**config.mk**
```make
export PLATFORM = sky130hd
export DESIGN_NAME = cpu_sequencer
export DESIGN_NICKNAME = d
export VERILOG_FILES = /design/src/rtl/cpu_sequencer_pkg.sv /design/src/rtl/cpu_sequencer_branch_cond_eval.sv /design/src/rtl/cpu_sequencer.sv
export SDC_FILE = /design/constraint.sdc
export NUM_CORES = 1
export LEC_CHECK = 0
export CAP_MARGIN = 20
export CORE_MARGIN = 10
export CORE_UTILIZATION = 45
export DETAILED_ROUTE_END_ITERATION = 10
export GPL_TIMING_DRIVEN = 0
export HOLD_SLACK_MARGIN = 0.1
export PLACE_DENSITY = 0.75
export SLEW_MARGIN = 30
export SYNTH_ARGS = -nofsm -noshare
export SYNTH_HDL_FRONTEND = slang
export SYNTH_HIERARCHICAL = 1
export SYNTH_SLANG_ARGS = --single-unit
```
**constraint.sdc**
```tcl
create_clock -name clk -period 6.3 [get_ports clk]
set_clock_uncertainty 0.15 [all_clocks]
set_input_delay 1.26 -clock clk [delete_from_list [all_inputs] [get_ports clk]]
set_output_delay 1.26 -clock clk [all_outputs]
set_load 0.02 [all_outputs]
```
**src/rtl/cpu_sequencer_pkg.sv**
```systemverilog
// Shared encodings for the nemesys control sequencer: FSM states, opcodes,
// branch condition codes and flag bit positions.
package cpu_sequencer_pkg;

    typedef enum logic [2:0] {
        ST_IDLE       = 3'd0,
        ST_FETCH      = 3'd1,
        ST_DECODE     = 3'd2,
        ST_EXECUTE    = 3'd3,
        ST_WRITE_BACK = 3'd4,
        ST_HALT       = 3'd5
    } state_t;

    // Opcode lives in inst[31:27]; anything not listed below writes back.
    localparam logic [4:0] OP_ADD = 5'h00;
    localparam logic [4:0] OP_BR  = 5'h18;
    localparam logic [4:0] OP_CMP = 5'h19;
    localparam logic [4:0] OP_HLT = 5'h1F;

    localparam logic [2:0] COND_AL  = 3'd0;
    localparam logic [2:0] COND_EQ  = 3'd1;
    localparam logic [2:0] COND_NE  = 3'd2;
    localparam logic [2:0] COND_LT  = 3'd3;
    localparam logic [2:0] COND_GE  = 3'd4;
    localparam logic [2:0] COND_LTU = 3'd5;
    localparam logic [2:0] COND_GEU = 3'd6;
    localparam logic [2:0] COND_NV  = 3'd7;

    // Flag register layout {N,Z,C,V}
    localparam int FLAG_N = 3;
    localparam int FLAG_Z = 2;
    localparam int FLAG_C = 1;
    localparam int FLAG_V = 0;

endpackage

```
**src/rtl/cpu_sequencer_branch_cond_eval.sv**
```systemverilog
// Combinational branch condition evaluation against the {N,Z,C,V} flag register.
module branch_cond_eval
    import cpu_sequencer_pkg::*;
(
    input  logic [2:0] cond,
    input  logic [3:0] flags,
    output logic       take
);

    logic lt;
    assign lt = flags[FLAG_N] ^ flags[FLAG_V];

    always_comb begin
        take = 1'b0;
        case (cond)
            COND_AL:  take = 1'b1;
            COND_EQ:  take = flags[FLAG_Z];
            COND_NE:  take = !flags[FLAG_Z];
            COND_LT:  take = lt;
            COND_GE:  take = !lt;
            COND_LTU: take = !flags[FLAG_C];
            COND_GEU: take = flags[FLAG_C];
            COND_NV:  take = 1'b0;
            default:  take = 1'b0;
        endcase
    end

endmodule

```
**src/rtl/cpu_sequencer.sv**
```systemverilog
// Multi-cycle control sequencer: handshaked fetch with timeout, decode/execute/
// write-back pacing, CMP flag register and retired-instruction counter.
module cpu_sequencer
    import cpu_sequencer_pkg::*;
#(
    parameter int WIDTH         = 32,
    parameter int CNT_W         = 32,
    parameter int FETCH_TIMEOUT = 15
) (
    input  logic             clk,
    input  logic             reset,
    input  logic             run,
    output logic             imem_req,
    input  logic             imem_ack,
    input  logic [WIDTH-1:0] imem_data,
    output logic [WIDTH-1:0] inst,
    input  logic [3:0]       alu_flags,
    output logic [3:0]       flags,
    output logic             pc_enable,
    output logic             take_branch,
    output logic             rf_write_enable,
    output logic [2:0]       state_out,
    output logic             halted,
    output logic             fetch_fault,
    output logic [CNT_W-1:0] retired
);

    localparam logic [7:0] WAIT_LAST = 8'(FETCH_TIMEOUT - 1);

    state_t     state;
    logic [7:0] wait_cnt;
    logic [4:0] opcode;
    logic       is_br, is_cmp, is_hlt, cond_true;

    assign opcode    = inst[31:27];
    assign is_br     = (opcode == OP_BR);
    assign is_cmp    = (opcode == OP_CMP);
    assign is_hlt    = (opcode == OP_HLT);
    assign state_out = state;

    // Sees the flag register as it stands, so a CMP in the previous slot is visible.
    branch_cond_eval u_cond (
        .cond  (inst[23:21]),
        .flags (flags),
        .take  (cond_true)
    );

    always_ff @(posedge clk) begin
        if (reset) begin
            state           <= ST_IDLE;
            inst            <= '0;
            flags           <= '0;
            retired         <= '0;
            fetch_fault     <= 1'b0;
            wait_cnt        <= '0;
            imem_req        <= 1'b0;
            pc_enable       <= 1'b0;
            take_branch     <= 1'b0;
            rf_write_enable <= 1'b0;
            halted          <= 1'b0;
        end else begin
            pc_enable       <= 1'b0;
            take_branch     <= 1'b0;
            rf_write_enable <= 1'b0;
            case (state)
                ST_IDLE: begin
                    if (run) begin
                        state    <= ST_FETCH;
                        imem_req <= 1'b1;
                        wait_cnt <= '0;
                    end
                end
                ST_FETCH: begin
                    // Ack wins over timeout on the last permitted wait cycle.
                    if (imem_ack) begin
                        inst     <= imem_data;
                        imem_req <= 1'b0;
                        state    <= ST_DECODE;
                    end else if (wait_cnt == WAIT_LAST) begin
                        fetch_fault <= 1'b1;
                        halted      <= 1'b1;
                        imem_req    <= 1'b0;
                        state       <= ST_HALT;
                    end else begin
                        wait_cnt <= wait_cnt + 8'd1;
                    end
                end
                ST_DECODE: state <= ST_EXECUTE;
                ST_EXECUTE: begin
                    if (is_cmp) flags <= alu_flags;
                    // Pulses are staged here so they appear during WRITE_BACK.
                    pc_enable       <= 1'b1;
                    take_branch     <= is_br && cond_true;
                    rf_write_enable <= !(is_br || is_cmp || is_hlt);
                    state           <= ST_WRITE_BACK;
                end
                ST_WRITE_BACK: begin
                    retired <= retired + CNT_W'(1);
                    if (is_hlt) begin
                        state  <= ST_HALT;
                        halted <= 1'b1;
                    end else if (run) begin
                        state    <= ST_FETCH;
                        imem_req <= 1'b1;
                        wait_cnt <= '0;
                    end else begin
                        state <= ST_IDLE;
                    end
                end
                ST_HALT: state <= ST_HALT;
                default: state <= ST_IDLE;
            endcase
        end
    end

endmodule

```
# --- Word-level counts from Yosys, hierarchy flattened ---
# Index checks and enable logic that the tools add are counted.
op_classes:
  shift: 0
  n_mul: 0
  eq_ne: 23
  n_bitwise: 3
  n_div: 0
  order_cmp: 0
  reduce_logical: 19
  addsub: 2
  n_mux: 22
op_table:
  columns: ["operator", "count"]
  rows:
  - ["$add A32 B1 Y32 const B", 1]
  - ["$mux W8", 4]
  - ["$pmux W8 S3", 1]
  - ["$eq A3 B3 Y1 const B", 6]
  - ["$pmux W3 S6", 1]
  - ["$eq A5 B5 Y1 const B", 3]
  - ["$eq A3 B2 Y1 const B", 4]
  - ["$mux W3", 4]
  - ["$ne A2 B2 Y1 const B", 6]
  - ["$mux W1", 9]
  - ["$add A8 B1 Y8 const B", 1]
  - ["$eq A8 B4 Y1 const B", 1]
  - ["$pmux W1 S8", 1]
  - ["$reduce_and A4 Y1", 2]
  - ["$eq A3 B1 Y1 const B", 2]
  - ["$logic_not A3 Y1", 2]
  - ["$reduce_and A2 Y1", 3]
  - ["$reduce_and A3 Y1", 2]
  - ["$logic_not A1 Y1", 4]
  - ["$ne A3 B3 Y1 const B", 1]
  - ["$pmux W1 S3", 1]
  - ["$reduce_bool A3 Y1", 1]
  - ["$logic_or A1 B1 Y1", 2]
  - ["$not A1 Y1", 2]
  - ["5 further kinds", 5]
word_totals:
  mem_bits_ro: 0
  input_bits: 40
  ram_bits: 0
  output_inout_bits: 77
  latch_bits: 0
  memories: 0
  ff_bits: 85

# --- Longest topological paths before layout ---
depth:
  ltp_word: 4
  depth_mapped: 7
  depth_no_buf: 6

# --- Modules after synthesis ---
# The synthesis kept the hierarchy.
by_module_without_submodules:
  columns: ["mod", "area_per_inst_um2", "seq_area_each_um2", "n_inst", "cells_per_inst"]
  rows:
  - ["cpu_sequencer", 3774.9, 1701.6, 1, 457]
  - ["branch_cond_eval", 61.3, 0.0, 1, 9]

# --- Worst setup path after synthesis ---
# OpenSTA, ideal clock, no wires.
synth_path:
  path_type: "in2reg"
  start: "in imem_ack"
  end: "reg wait_cnt[7]"
  arrival_ps: 2474
  path_buffers: 0
  setup_slack_ps: 3604
  setup_time_ps: 72
  cell_stages: 4
  path_cell_list: "nor4b_1 -> o21ai_0 -> a2111oi_0 -> mux2i_1"
synth_between:
  elab_chain_cells: 2
synth_rtl:
  columns: ["item", "line", "rtl"]
  rows:
  - ["start, declared", "cpu_sequencer.sv:14", "input logic imem_ack,"]
  - ["$ne A2 B2 Y1 (no source line)", null, null]
  - ["$reduce_and A4 Y1 (no source line)", null, null]
  - ["end signal, assigned", "cpu_sequencer.sv:85", "wait_cnt <= wait_cnt + 8'd1;"]
  - ["end, declared", "cpu_sequencer.sv:31", "logic [7:0] wait_cnt;"]
# Every way passes these cells.
# A chain may end at the register's enable or synchronous reset.

# --- Final worst setup path ---
layout_path:
  start: "in imem_ack"
  end: "reg wait_cnt[5]"
# The elaborated chain is that of the path after synthesis.

==> metrics <==
relative slew slack 53.4%; Post-DP HPWL 8.60 mm; crit path cell chain clkdlybuf4s50_1, nor4b_1, o21ai_0, clkbuf_1, a211oi_1, mux2i_1; Vias/cell 5.48; Final Cell Area 5320 sq um; CTS tree done; layout cells sized above 1 4.52%; #FFs+latches synth 85; Compound-Gate Fraction of Synth Area 18.4%; hold buffer count at cts 0; Worst-path clk slew 0.09 ns; Post-synth EDFFs 0; post-synthesis simple-gate area fraction 24.8%; Synth async-reset ratio 0%; First-pass DRT Iterations 4; site row count 33; CTS root buf clkbuf_8; gpl congestion 0.880; final setup violation count 0; CP required 6.43 ns; IO Pins 117; outcome complete, no violations; DR vias 3,855; clock buffer depth 2; Worst Hold Class register to register; Tcrit/Tclk final 51.4%; CTS H-tree lvls 3; synth-to-layout area growth 38.7%; synth warn 6; Peak VDD IR 0.000144 V; Total Wirelength 11.4 mm; Filler Cell Count 733; Hold Path Cell Cnt 2; Seq/Total Area, Yosys 44.4%; mux contribution to synthesized area 4.04%; crit-path max FO 10; final hold vios 0; Die Area 12,600 sq um; clk sinks 85; most frequent cells in the layout clkdlybuf4s50_1 (116), dfxtp_1 (85), nand2_1 (83); Routed Antenna Nets 0; Synth Area in XOR/XNOR 2.28%; Hold Startpoint inst[3]; routed len/inst 16.2 microns; Power Total 0.00108 W; adder-cell area share of the yosys netlist 0.978%; setup slack, reg-to-reg 3.72 ns; RSZ-0062 raised after global routing false; sum of negative setup slack 0 ns; initial core utilization 46.5%; cell count of the worst reg-to-reg path 6; r2r startpoint retired[2]; initial antenna violation count 0; register area 1700 sq um; Post-Syn Area 3840 sq um; Nets 636; critical path class input port to register; Largest stage delay, worst path 0.50 ns; die width 112 microns; DR iter-0 viols 144; Die H 112 microns; syn nets 509; Pleak 1.68 nW; fin crit period 3.24 ns; Critical Path AT 3.37 ns; RR Endpoint retired[27]; total congestion overflow 0; Post-DP Area 5130 sq um; vias in the first global route 3,838; largest family of logic cells by synthesized area simple AND/OR/NAND/NOR gates; Critical path buffers and inverters 2; largest net degree at the start of global routing 15; Fin Hold WS 0.311 ns; footprint of the multi-input gates 1930 sq um; post-CTS sizing 0; max-slew violations 0; syn avg cell area 8.23 sq um; worst skew pair latency 0.35 ns; Worst-Margin Slew 0.695 ns; commonest non-fill, non-tap cell in the layout clkdlybuf4s50_1; crit-path leading delay family buffers and inverters; Residual DRC 0; Cells after Synth 466; Top FF cell, synth dfxtp_1; slowest stage cell, crit path clkdlybuf4s50_1; post-synth cell types 53; pwr dens 203 nW/um^2; port bufs 116; antenna diode count 0; # Post-CTS Setup Buffers 0; hold endpoint inst[3]; global-route wire length before repair 19.0 mm; CTS Buf Count 9; Setup crit start kind input port; Core Area 8260 sq um; Peak Freq 0.309 GHz; total track usage 17.8%; max cap viols 0; critical path endpoint category register
## cell usage after synthesis (all sizes together) (3+ instances only)
| master | count | area (sq um) |
|---|---|---|
| o31ai | 5 | 37.5 |
| ha | 3 | 37.5 |
| nor2b | 4 | 25.0 |
| o41ai | 6 | 52.6 |
| nand4 | 11 | 68.8 |
| o211ai | 12 | 90.1 |
| buf | 9 | 38.8 |
| o21ai | 16 | 80.1 |
| or2 | 4 | 25.0 |
| or4 | 8 | 60.1 |
| dfxtp | 85 | 1700 |
| or3 | 11 | 68.8 |
| mux2 | 4 | 45.0 |
| a211oi | 5 | 37.5 |
| nor3 | 8 | 40.0 |
| xnor2 | 8 | 70.1 |
| nor4 | 4 | 31.3 |
| nand4b | 3 | 26.3 |
| nor3b | 5 | 37.5 |
| o311ai | 7 | 61.3 |
| nand2 | 83 | 312 |
| inv | 21 | 78.8 |
| nor2 | 21 | 78.8 |
| a21oi | 51 | 255 |
| clkbuf | 22 | 82.6 |
| mux2i | 11 | 110 |
| nand3 | 11 | 55.1 |
## cell families (layout without fill, tap and decap cells)
| group | after synthesis | after routing |
|---|---|---|
| AOI/OAI and AO/OA | 113 | 113 |
| xor gates and xnor gates | 10 | 10 |
| adders and majority gates | 3 | 3 |
| buffers and inverters | 52 | 184 |
| DFF | 85 | 85 |
| muxes | 15 | 15 |
| and+or+nand+nor | 188 | 188 |
## layer usage
| layer | vias up | global-route usage [%] | share of wire (%) |
|---|---|---|---|
| li1 | 1925 | - | - |
| met1 | 1794 | 19.9 | 41 |
| met2 | 130 | 29.0 | 47 |
| met3 | 6 | 9.27 | 12 |
| met4 | 0 | 4.57 | 0.66 |
| met5 | - | 0 | 0 |
## tightest hold or removal path, cell delays in order (launching register included)
cell	delay, ns
dfxtp_1	0.32
nand2_1	0.05
a21oi_1	0.05
## worst max path at each step
stage | start | to | slack [ns] | cells after the start
3_5_place_dp | reset | retired[8] | 2.66 | 5
6_report | imem_ack | wait_cnt[5] | 3.06 | 6
2_1_floorplan | imem_ack | wait_cnt[7] | 3.60 | 4
3_3_place_gp | reset | retired[12] | 2.69 | 5
4_1_cts | reset | retired[0] | 3.04 | 5
5_1_grt | reset | retired[0] | 2.87 | 5
## per-stage QoR
step	utilization [%]	instances	setup slack (ns)
2_1_floorplan	-	466	3.60
3_3_place_gp	62.1	687	2.69
3_5_place_dp	62.1	687	2.66
4_1_cts	64.4	703	3.04
5_1_grt	64.4	703	2.87
6_report	64.4	703	3.06
## state kept, by name, indices dropped and copies added, names as in the netlist
signal,count
inst,32
retired,32
wait_cnt,8
flags,4
state_out,3
fetch_fault,1
halted,1
imem_req,1
pc_enable,1
rf_write_enable,1
take_branch,1
## cell type report
type | instances | share of cell area, %
plain buffers | 31 | 2.28
clock buffers | 10 | 2.40
clock inverters | 6 | 1.20
inverters | 21 | 1.48
multi-input cells | 329 | 36.4
flip-flops and latches | 85 | 32.0
well taps | 105 | 2.47
repair buffers | 116 | 21.8
## power breakdown
group	switching [W]	internal, W
clock	0.000195	0.000183
sequential	0.0000114	0.000550
combinational	0.0000770	0.0000647
(Power assumes the default switching activity.)
